<file path="src/rtl/pacman_direction_ctrl.sv">
// Turn-request front end for the Pacman mover: frame-rate button debounce,
// buffered turn request, wall-gated commit and request expiry.
module pacman_direction_ctrl #(
  parameter int unsigned FRAME_LINE      = 480,
  parameter int unsigned DEBOUNCE_FRAMES = 3,
  parameter int unsigned PENDING_FRAMES  = 30,
  parameter logic [1:0]  RESET_DIR       = 2'd3
) (
  input  logic       clk,
  input  logic       reset,
  input  logic [9:0] svpos,
  input  logic       btn_up,
  input  logic       btn_left,
  input  logic       btn_down,
  input  logic       btn_right,
  input  logic [3:0] blocked,
  output logic [1:0] direction,
  output logic       pending_valid,
  output logic [1:0] pending_dir,
  output logic       frame_tick
);

  localparam logic [9:0] FRAME_LINE_C = 10'(FRAME_LINE);
  localparam logic [3:0] DEBOUNCE_C   = 4'(DEBOUNCE_FRAMES);
  localparam logic [5:0] PENDING_C    = 6'(PENDING_FRAMES);

  logic [9:0] svpos_prev_r;
  logic       frame_tick_r;
  logic [3:0] sync1_r;
  logic [3:0] sync2_r;
  logic [3:0] stable_r;
  logic [3:0] cnt_r [4];
  logic [1:0] direction_r;
  logic       pending_valid_r;
  logic [1:0] pending_dir_r;
  logic [5:0] age_r;

  logic [3:0] btn_s;
  logic [3:0] cnt_nxt_s [4];
  logic [3:0] stable_nxt_s;
  logic [3:0] press_s;
  logic       req_valid_s;
  logic [1:0] req_dir_s;
  logic [1:0] dir_nxt_s;
  logic       pv_nxt_s;
  logic [1:0] pd_nxt_s;
  logic [5:0] age_nxt_s;

  // Bit index equals the direction code, so a press index is directly a request.
  assign btn_s = {btn_right, btn_down, btn_left, btn_up};

  // Debounce: a run of DEBOUNCE_FRAMES differing samples flips the stable state.
  always_comb begin
    stable_nxt_s = stable_r;
    press_s      = 4'b0000;
    for (int i = 0; i < 4; i++) begin
      cnt_nxt_s[i] = 4'd0;
      if (sync2_r[i] != stable_r[i]) begin
        if ((cnt_r[i] + 4'd1) == DEBOUNCE_C) begin
          cnt_nxt_s[i]    = 4'd0;
          stable_nxt_s[i] = sync2_r[i];
          press_s[i]      = sync2_r[i];
        end else begin
          cnt_nxt_s[i] = cnt_r[i] + 4'd1;
        end
      end else begin
        cnt_nxt_s[i] = 4'd0;
      end
    end
  end

  // Press priority: up > left > down > right.
  always_comb begin
    req_valid_s = |press_s;
    if (press_s[0]) begin
      req_dir_s = 2'd0;
    end else if (press_s[1]) begin
      req_dir_s = 2'd1;
    end else if (press_s[2]) begin
      req_dir_s = 2'd2;
    end else if (press_s[3]) begin
      req_dir_s = 2'd3;
    end else begin
      req_dir_s = 2'd0;
    end
  end

  // Capture, then commit or age the request within the same frame.
  always_comb begin
    dir_nxt_s = direction_r;
    pv_nxt_s  = pending_valid_r;
    pd_nxt_s  = pending_dir_r;
    age_nxt_s = age_r;
    if (req_valid_s) begin
      pv_nxt_s  = 1'b1;
      pd_nxt_s  = req_dir_s;
      age_nxt_s = 6'd0;
    end else begin
      pd_nxt_s = pending_dir_r;
    end
    if (pv_nxt_s && !blocked[pd_nxt_s]) begin
      dir_nxt_s = pd_nxt_s;
      pv_nxt_s  = 1'b0;
      age_nxt_s = 6'd0;
    end else if (pv_nxt_s && !req_valid_s && ((age_r + 6'd1) == PENDING_C)) begin
      pv_nxt_s  = 1'b0;
      age_nxt_s = 6'd0;
    end else if (pv_nxt_s && !req_valid_s) begin
      age_nxt_s = age_r + 6'd1;
    end else begin
      dir_nxt_s = direction_r;
    end
  end

  // State registers; frame-rate state only advances on the frame tick.
  always_ff @(posedge clk) begin
    if (reset) begin
      svpos_prev_r    <= 10'd0;
      frame_tick_r    <= 1'b0;
      sync1_r         <= 4'b0000;
      sync2_r         <= 4'b0000;
      stable_r        <= 4'b0000;
      for (int i = 0; i < 4; i++) begin
        cnt_r[i] <= 4'd0;
      end
      direction_r     <= RESET_DIR;
      pending_valid_r <= 1'b0;
      pending_dir_r   <= 2'd0;
      age_r           <= 6'd0;
    end else begin
      svpos_prev_r <= svpos;
      frame_tick_r <= (svpos == FRAME_LINE_C) && (svpos_prev_r != FRAME_LINE_C);
      sync1_r      <= btn_s;
      sync2_r      <= sync1_r;
      if (frame_tick_r) begin
        stable_r <= stable_nxt_s;
        for (int i = 0; i < 4; i++) begin
          cnt_r[i] <= cnt_nxt_s[i];
        end
        direction_r     <= dir_nxt_s;
        pending_valid_r <= pv_nxt_s;
        pending_dir_r   <= pd_nxt_s;
        age_r           <= age_nxt_s;
      end else begin
        stable_r <= stable_r;
      end
    end
  end

  assign direction     = direction_r;
  assign pending_valid = pending_valid_r;
  assign pending_dir   = pending_dir_r;
  assign frame_tick    = frame_tick_r;

endmodule

</file>
<file path="config.mk">
export PLATFORM = sky130hd
export DESIGN_NAME = pacman_direction_ctrl
export DESIGN_NICKNAME = d
export VERILOG_FILES = /design/src/rtl/pacman_direction_ctrl.sv
export SDC_FILE = /design/constraint.sdc
export NUM_CORES = 1
export LEC_CHECK = 0
export CAP_MARGIN = 20
export CORE_ASPECT_RATIO = 1.25
export CORE_MARGIN = 5
export CORE_UTILIZATION = 40
export CTS_CLUSTER_DIAMETER = 80
export DETAILED_ROUTE_END_ITERATION = 6
export DONT_BUFFER_PORTS = 1
export PLACE_DENSITY_LB_ADDON = 0.1
export SLEW_MARGIN = 20
export SYNTH_ARGS = -nofsm -noshare
export SYNTH_HDL_FRONTEND = slang
export SYNTH_SLANG_ARGS = --single-unit
</file>
<file path="constraint.sdc">
create_clock -name clk -period 3.5 [get_ports clk]
set_clock_uncertainty 0.05 [all_clocks]
set_input_delay 0.525 -clock clk [delete_from_list [all_inputs] [get_ports clk]]
set_output_delay 0.525 -clock clk [all_outputs]
set_load 0.1 [all_outputs]
</file>
==> impl_metrics.csv, run 1 <==
group,metric,value,unit
synthesis,netlist_instances,258,
critical_path,crit_family,"compound AO/OA/AOI/OAI gates",
synthesis,synth_edf_count,16,
critical_path,slowest_stage,"edfxtp_1",
detailed_routing,met3_length,266,microns
job,drv_cap,0,
synthesis,syn_nets,288,
clock_network,cts_resized,0,
place,io_buffers,0,
synthesis,ys_seq_elements,50,
timing,slew_violations,0,
power,swShare,0.2332,
final_layout,drive_gt1_frac,0.08302,
detailed_routing,highest_layer,"met4",
detailed_routing,drtIter0Drc,50,
floorplanning,start_util,0.4046,
power,p_switching,0.2384,mW
clock_network,clkLatencyLatePin,0.31,ns
final_layout,finalNetCount,294,
synthesis,syn_area_per_cell,9.544,sq um
timing,hold_ws,0.2245,ns
critical_path,critPathLaunchType,"flop",
power,internal_power,0.7835,mW
clock_network,cts_tree,"built",
critical_path,setup.worst_path.class,"flop to flop",
final_layout,n_antenna_cell,0,
grt,grt_use_total,0.1245,
clock_network,cts_hold_buffers,0,
clock_network,clk_pin_slew,0.10,ns
detailed_routing,antenna_left,0,
power,pwr-share-comb,0.041,
grt,antenna_found_initial,0,
detailed_routing,wl_per_cell,13.07,microns
power,leakagePower,1.007,nW
timing,hold_viol,0,
critical_path,critPathRequiredTime,3.65,ns
final_layout,final_cell_count_no_fill,350,
clock_network,cts_buffer_depth,2,
final_layout,seq_area,1161,sq um
critical_path,endpoint_kind,"flop",
critical_path,crit_chain,"ha_1, nor4b_1, nand2_1, a31oi_1, o21ai_1, a211o_1, a21o_1, a221o_1",
critical_path,worstPathArrival,2.85,ns
timing,max_freq,0.3705,GHz
grt,grt_pass1_wl,7762,microns
grt,grt-ovfl-total,0,
detailed_routing,met1_length,2014,microns
outcome,outcome,"complete, no violations",
place,place_congestion,0.7635,
timing,min_period_over_period,0.7711,
clock_network,cts_root_buf,"clkbuf_8",
final_layout,fin_area,2678,sq um
final_layout,multi_input_area,1245,sq um
timing,rsz0062_at_grt,"no",
timing,worst_pin_slew,1.019,ns
hold_path,min_path_type,"input port to flop",
grt,grt_pass1_vias,1748,
detailed_routing,via_count,1755,
timing,tns,0,ns
clock_network,cts_buffers,5,
synthesis,seq_area_frac_synth,0.4715,
detailed_routing,drc,0,
floorplanning,die_y,97.72,microns
floorplanning,core,6086,sq um
critical_path,reg2reg_setup_slack,0.80,ns
synthesis,ys_types,51,
power,power_density,381.6,nW/um^2
synthesis,ys.flop_type,"dfxtp_1",
floorplanning,io_pins,26,
detailed_routing,met2WireLength,2172,microns
clock_network,clock-sinks,50,
synthesis,syn_area,2462,sq um
detailed_routing,viasPerCell,5.014,
critical_path,max_stage_delay,0.48,ns
place,dpl_cell_area,2580,sq um
final_layout,syn2layout_area_growth,8.740,%
detailed_routing,drt-pass1-iter-count,4,
critical_path,critPathMaxFanout,7,
floorplanning,die_w,80.18,microns
floorplanning,num_rows,32,
place,dpl.cell_count,342,
timing,finalSetupViolCount,0,
timing,slew_headroom,0.3197,
clock_network,h-tree-depth,2,
synthesis,async_flop_share,0,
detailed_routing,routed_wl,4576,microns
clock_network,postCtsSetupBuffers,0,
power,power_frac_clock,0.347,
power,p_seq_frac,0.612,
grt,grt_max_degree,32,
floorplanning,die_area,7835,sq um
timing,final.min_clock_period,2.699,ns
place,dp_hpwl,3388,microns
critical_path,critPathBufInv,0,
synthesis,yosys_warnings,0,
power,ir_drop,328.8,uV
final_layout,fill_cells,630,
final_layout,post-route-util,0.4400,
[power groups by stage]
stage / Combinational, mW / Sequential, mW / Clock, mW
floorplan: 0.0384 / 0.636 / 0
global placement: 0.0420 / 0.639 / 0
detailed placement: 0.0420 / 0.639 / 0
CTS: 0.0424 / 0.626 / 0.370
global route: 0.0476 / 0.628 / 0.392
finish: 0.0416 / 0.625 / 0.355
[area by class of cell]
cell class / count / share of cell area
inverter: 10 / 0.01402
multi-input combinational: 193 / 0.4650
sequential: 50 / 0.4336
clock buffer: 5 / 0.02570
clock inverter: 3 / 0.01075
tap: 85 / 0.03972
timing repair buffer: 4 / 0.01121
[cell families (layout without fill, tap and decap cells)]
logic type,Yosys count,count (layout),share of synthesized area
AOI/OAI and AO/OA,41,41,0.1260
xor gates and xnor gates,11,11,0.03913
adders and majority gates,10,10,0.05081
buffers and inverters,15,22,0.02287
DFF,50,50,0.4715
muxes,2,2,0.008130
and+or+nand+nor,129,129,0.2815
[flip-flops by register name, summed over array words and instances, names as in the netlist, 2 cells and up]
| signal | count |
|---|---|
| svpos_prev_r | 10 |
| sync1_r | 4 |
| stable_r | 4 |
| sync2_r | 4 |
| pending_dir | 2 |
| age_r | 6 |
| direction | 2 |
| cnt_r | 16 |
[cells in the final DEF (no fill, tap or decap), types with 4 or more instances in the layout]
cell type and count:
a21oi_1 9, and2_1 4, buf_4 4, clkbuf_8 5
dfxtp_1 34, edfxtp_1 16, ha_1 10, inv_1 10
nand2_1 29, nand3_1 13, nor2_1 24, nor2b_1 28
o211ai_1 5, o21ai_0 4, or2_2 5, xnor2_1 6
xor2_1 5
[worst paths after layout]
path	cells after the start	end	startpoint
min	1	sync2_r[2]$_SDFF_PP0_	reset
min reg2reg	1	sync2_r[2]$_SDFF_PP0_	sync1_r[2]$_SDFF_PP0_
max	8	direction[0]$_SDFFE_PP1P_	cnt_r[3][0]$_SDFFCE_PP0P_
max reg2reg	8	direction[0]$_SDFFE_PP1P_	cnt_r[3][0]$_SDFFCE_PP0P_
[synth_stat cells (5+ instances only)]
cell	n	area, sq um
a21oi_1	9	45.04
nor2b_1	28	175.2
ha_1	10	125.1
edfxtp_1	16	480.5
dfxtp_1	34	680.7
nor2_1	24	90.09
clkbuf_1	5	18.77
inv_1	10	37.54
xnor2_1	6	52.55
xor2_1	5	43.79
or2_2	5	31.28
o211ai_1	5	37.54
nand3_1	13	65.06
nand2_1	29	108.9
[per-layer routing]
metal,track usage,up-vias
met3,0.03896,9
met4,0.05072,0
met5,0,-
met1,0.1439,800
met2,0.2098,30
li1,-,916
[metrics by stage]
| step | setup WS (ns) | power, mW |
|---|---|---|
| 6_report | 0.8010 | 1.022 |
| 5_1_grt | 0.6153 | 1.068 |
| 4_1_cts | 0.7997 | 1.038 |
| 3_5_place_dp | 0.8247 | 0.6812 |
| 3_3_place_gp | 0.8735 | 0.6810 |
| 2_1_floorplan | 1.050 | 0.6741 |
Power figures use the tool's default switching activity.
==> run 2, diff against run 1 <==
==> constraint.sdc (replaced) <==
create_clock -name clk -period 2.7 [get_ports clk]
set_clock_uncertainty 0.05 [all_clocks]
set_input_delay 0.405 -clock clk [delete_from_list [all_inputs] [get_ports clk]]
set_output_delay 0.405 -clock clk [all_outputs]
set_load 0.1 [all_outputs]
==> run 2 against run 1 <==
Critical path depth unchanged. Largest power group unchanged. Sequential power rose by 30%. Die area stayed put. Register-to-register slack lost 0.62 ns. Sequential share of layout area is 1.2 points lower. Fmax is 7.1% higher. Critical endpoint unchanged. Critical path type unchanged. Non-clock buffer count rose by 8.
==> impl_metrics.csv, run 2 (synthesis results as in run 1) <==
group,metric,value,unit
outcome,outcome,"complete, no violations",
timing,worst_pin_slew,0.5273,ns
critical_path,r2r_cells,8,
critical_path,critPathLaunchType,"flop",
final_layout,n_antenna_cell,0,
timing,hold_viol,0,
final_layout,mostFrequentLayoutCells,"34 x dfxtp_1, 29 x nand2_1, 28 x nor2b_1",
hold_path,min_path_type,"input port to flop",
clock_network,cts_tree,"built",
floorplanning,die_area,7835,sq um
clock_network,h-tree-depth,2,
hold_path,whs_path_depth,1,
critical_path,worstPathArrival,2.67,ns
place,io_buffers,0,
critical_path,timing.rr.end,"direction[0]$_SDFFE_PP1P_",
timing,tns,0,ns
place,dpl_cell_area,2618,sq um
final_layout,seq_area,1161,sq um
final_layout,final_cell_count_no_fill,358,
floorplanning,start_util,0.4046,
clock_network,clkLatencyLatePin,0.30,ns
final_layout,largestRegisters,"cnt_r (16), svpos_prev_r (10), age_r (6)",
timing,min_period_over_period,0.9337,
final_layout,regMostFlops,"cnt_r",
detailed_routing,wl_per_cell,13.06,microns
place,dp_hpwl,3403,microns
clock_network,cts_buffer_depth,2,
grt,antenna_found_initial,0,
floorplanning,core,6086,sq um
detailed_routing,drt-pass1-iter-count,4,
power,leakagePower,1.049,nW
grt,grt-ovfl-total,0,
place,place_congestion,0.7931,
floorplanning,die_y,97.72,microns
detailed_routing,drc,0,
final_layout,fin_area,2753,sq um
critical_path,cp-endpoint,"direction[0]$_SDFFE_PP1P_",
critical_path,setup.worst_path.class,"flop to flop",
timing,max_freq,0.3967,GHz
final_layout,syn2layout_area_growth,11.79,%
critical_path,endpoint_kind,"flop",
power,ir_drop,269.0,uV
detailed_routing,via_count,1772,
detailed_routing,antenna_left,0,
critical_path,critPathRequiredTime,2.85,ns
final_layout,largest_register_ffs,16,
final_layout,mostFrequentLayoutCell,"dfxtp_1",
critical_path,critPathMaxFanout,6,
detailed_routing,drtIter0Drc,45,
clock_network,cts_root_buf,"clkbuf_8",
floorplanning,io_pins,26,
clock_network,clk_pin_slew,0.10,ns
critical_path,reg2reg_setup_slack,0.18,ns
timing,finalSetupViolCount,0,
floorplanning,num_rows,32,
grt,grt_use_total,0.1269,
detailed_routing,viasPerCell,4.950,
grt,grt_max_degree,32,
final_layout,fill_cells,638,
place,dpl.cell_count,347,
detailed_routing,routed_wl,4677,microns
power,power_density,477.9,nW/um^2
final_layout,multi_input_area,1267,sq um
clock_network,cts_buffers,5,
critical_path,crit_start,"cnt_r[2][0]$_SDFFCE_PP0P_",
timing,final.min_clock_period,2.521,ns
final_layout,drive_gt1_frac,0.1245,
critical_path,worstReg2RegStart,"cnt_r[2][0]$_SDFFCE_PP0P_",
timing,slew_violations,0,
clock_network,clock-sinks,50,
final_layout,finalNetCount,302,
timing,hold_ws,0.1065,ns
timing,slew_headroom,0.6469,
floorplanning,die_w,80.18,microns
job,drv_cap,0,
grt,grt_pass1_wl,7866,microns
grt,grt_pass1_vias,1766,
## run 2: cell types whose count changed in the layout (fill, tap and decap cells not counted), sizes merged
cell,previous run,this run
clkinv,1,0
inv,12,13
buf,4,12
## run 2: critical path, cell delays in order (launching register included)
cell      delay [ns]
edfxtp_1        0.47
ha_1            0.28
nor3_1          0.26
o2111a_2        0.30
o21bai_1        0.16
a21oi_1         0.11
a211o_1         0.29
a21o_1          0.18
a221o_1         0.33
## run 2: final cells by class
type | count | area share
repair buffers | 12 | 0.03273
clock inverters | 3 | 0.007727
inverters | 10 | 0.01364
clock buffers | 5 | 0.02500
multi-input cells | 193 | 0.4605
flip-flops and latches | 50 | 0.4218
well taps | 85 | 0.03864
## run 2: timing repair
| item | CTS | global route |
|---|---|---|
| buffers inserted | 0 | 3 |
| endpoints found under the setup margin | 0 | 5 |
| hold buffers | 0 | 0 |
| hold endpoints to repair | 0 | 0 |
| gates resized for setup | 0 | 4 |
## run 2: per-stage QoR
stage	utilization	setup slack (ns)	power (mW)
after floorplan	-	0.2503	0.8739
after global placement	0.4301	0.1793	0.8857
after detailed placement	0.4301	0.1474	0.8856
after CTS	0.4449	0.1254	1.334
after global routing	0.4523	-0.0007132	1.375
final	0.4523	0.1790	1.316
## run 2: per-layer routing
layer  global-route usage  vias to the layer above  routed length (microns)  part of all wire
li1                     -                      934                        -                 -
met2               0.2066                       34                     2212              0.47
met5                    0                        -                        0                 0
met1               0.1612                      797                     2191              0.47
met4              0.04291                        0                       70             0.015
met3              0.03340                        7                      202             0.043
## run 2: worst min path at each step
stage                          start                    endpoint  slack [ns]
2_1_floorplan  sync1_r[0]$_SDFF_PP0_       sync2_r[0]$_SDFF_PP0_        0.36
3_3_place_gp   sync1_r[1]$_SDFF_PP0_       sync2_r[1]$_SDFF_PP0_        0.37
3_5_place_dp   sync1_r[3]$_SDFF_PP0_       sync2_r[3]$_SDFF_PP0_        0.37
4_1_cts                        reset    stable_r[1]$_SDFFE_PP0P_        0.09
5_1_grt                        reset  svpos_prev_r[4]$_SDFF_PP0_        0.08
6_report                       reset  svpos_prev_r[3]$_SDFF_PP0_        0.11
## run 2: power breakdown
group | internal, mW | switching, mW
Sequential | 0.795 | 0.0155
Clock | 0.187 | 0.259
Combinational | 0.0294 | 0.0287
==> run 3, diff against run 2 <==
--- a/config.mk
+++ b/config.mk
@@ -8,11 +8,12 @@
 export CAP_MARGIN = 20
 export CORE_ASPECT_RATIO = 1.25
 export CORE_MARGIN = 5
-export CORE_UTILIZATION = 40
+export CORE_UTILIZATION = 62
 export CTS_CLUSTER_DIAMETER = 80
 export DETAILED_ROUTE_END_ITERATION = 6
 export DONT_BUFFER_PORTS = 1
 export PLACE_DENSITY_LB_ADDON = 0.1
+export RECOVER_POWER = 50
 export SLEW_MARGIN = 20
 export SYNTH_ARGS = -nofsm -noshare
 export SYNTH_HDL_FRONTEND = slang
==> run 3 against run 2 <==
Sequential power about the same. Sequential share of layout area increased by 0.47 points. Die area is 32% lower. Cell count is 8.4% lower. Register-to-register slack worse by 0.04 ns. Non-clock buffer count is 1 higher.
==> impl_metrics.csv, run 3 (synthesis results as in run 1) <==
group,metric,value,unit
final_layout,n_antenna_cell,0,
critical_path,critPathMaxFanout,6,
final_layout,largestRegisters,"cnt_r (16), svpos_prev_r (10), age_r (6)",
final_layout,mostFrequentLayoutCells,"34 x dfxtp_1, 29 x nand2_1, 27 x nor2b_1",
final_layout,drive_gt1_frac,0.1095,
clock_network,cts_buffer_depth,2,
grt,grt_pass1_vias,1734,
clock_network,cts_buffers,5,
final_layout,largest_register_ffs,16,
critical_path,crit_family,"compound AO/OA/AOI/OAI gates",
power,swShare,0.2205,
clock_network,h-tree-depth,2,
power,power_density,503.6,nW/um^2
timing,finalSetupViolCount,0,
critical_path,critPathBufInv,1,
grt,grt_max_degree,32,
detailed_routing,drtIter0Drc,59,
detailed_routing,viasPerCell,5.506,
final_layout,finalNetCount,303,
floorplanning,io_pins,26,
critical_path,critPathRequiredTime,2.85,ns
floorplanning,die_area,5340,sq um
place,dp_hpwl,3300,microns
critical_path,setup.worst_path.class,"flop to flop",
clock_network,clkLatencyLatePin,0.31,ns
detailed_routing,via_count,1806,
detailed_routing,wl_per_cell,13.97,microns
timing,final.min_clock_period,2.559,ns
clock_network,clk_pin_slew,0.09,ns
grt,grt_pass1_wl,7700,microns
power,leakagePower,1.052,nW
critical_path,crit_chain,"ha_1, nor4b_1, nand2_1, nand2_1, o21bai_1, a21oi_1, a211o_1, buf_4, nand2_1, a221o_1",
power,pwr-share-comb,0.043,
detailed_routing,drt-pass1-iter-count,4,
power,ir_drop,512.8,uV
grt,grt_use_total,0.1889,
detailed_routing,routed_wl,4582,microns
critical_path,max_stage_delay,0.46,ns
final_layout,mostFrequentLayoutCell,"dfxtp_1",
floorplanning,core,3816,sq um
final_layout,regMostFlops,"cnt_r",
timing,tns,0,ns
clock_network,clock-sinks,50,
critical_path,critPathLaunchType,"flop",
floorplanning,start_util,0.6452,
detailed_routing,drc,0,
floorplanning,die_y,80.46,microns
final_layout,fill_cells,301,
grt,antenna_found_initial,0,
place,io_buffers,0,
grt,grt-ovfl-total,0,
place,dpl_cell_area,2571,sq um
clock_network,cts_tree,"built",
floorplanning,die_w,66.37,microns
critical_path,worstPathArrival,2.71,ns
place,place_congestion,0.8265,
timing,worst_pin_slew,1.278,ns
power,p_seq_frac,0.592,
timing,max_freq,0.3908,GHz
floorplanning,num_rows,25,
job,drv_cap,0,
clock_network,cts_root_buf,"clkbuf_8",
critical_path,endpoint_kind,"flop",
critical_path,path_common_cell,"nand2_1",
critical_path,slowest_stage,"edfxtp_1",
hold_path,min_path_type,"input port to flop",
power,internal_power,1.069,mW
timing,slew_violations,0,
final_layout,syn2layout_area_growth,10.57,%
final_layout,fin_area,2723,sq um
timing,hold_viol,0,
timing,min_period_over_period,0.9476,
detailed_routing,antenna_left,0,
outcome,outcome,"complete, no violations",
timing,slew_headroom,0.1481,
power,power_frac_clock,0.366,
power,p_switching,0.3023,mW
## run 3: power groups by stage
stage          registers, mW  clock network, mW  logic (mW)
5_1_grt                0.814              0.557      0.0655
3_3_place_gp           0.827                  0      0.0548
4_1_cts                0.811              0.513      0.0560
3_5_place_dp           0.829                  0      0.0556
2_1_floorplan          0.824                  0      0.0498
6_report               0.811              0.501      0.0586
## run 3: final timing paths
kind                              from                          to  slack (ns)  cells after the start
max          cnt_r[3][0]$_SDFFCE_PP0P_   direction[0]$_SDFFE_PP1P_        0.14                     10
min                              reset  svpos_prev_r[2]$_SDFF_PP0_        0.10                      1
max reg2reg  cnt_r[3][0]$_SDFFCE_PP0P_   direction[0]$_SDFFE_PP1P_        0.14                     10
min reg2reg      sync1_r[1]$_SDFF_PP0_       sync2_r[1]$_SDFF_PP0_        0.39                      1
## run 3: metrics by stage
step                      total power, mW    util  worst slack [ns]  hold slack [ns]  instances
after floorplan                    0.8739       -            0.2503           0.3638        258
after global placement             0.8823  0.6738            0.2203           0.3652        315
after detailed placement           0.8844  0.6738            0.1766           0.3712        315
after CTS                           1.381  0.7030            0.1584          0.09747        323
after global routing                1.437  0.7134         -0.004456          0.07916        328
final                               1.371  0.7134            0.1414           0.1028        328
## run 3: repair_timing
| item | in CTS | in global routing |
|---|---|---|
| endpoints found under the setup margin | 0 | 3 |
| resized for setup | 0 | 3 |
| hold buffers | 0 | 0 |
| buffers inserted | 0 | 5 |
## run 3: metal layers
metal,part of all wire,track usage,routed length [microns],vias up
met4,0.014,0.07317,62,0
met3,0.059,0.06993,272,5
li1,-,-,-,934
met5,0,0,0,-
met2,0.48,0.3237,2209,37
met1,0.44,0.2092,2037,830
## run 3: layout make-up
type                    instances  area (sq um)  area share
repair buffers                 13         86.33     0.03171
well taps                      54         67.56     0.02482
multi-input cells             193          1259      0.4623
inverters                      10         37.54     0.01379
clock buffers                   6         93.84     0.03447
clock inverters                 2         17.52    0.006434
flip-flops and latches         50          1161      0.4265
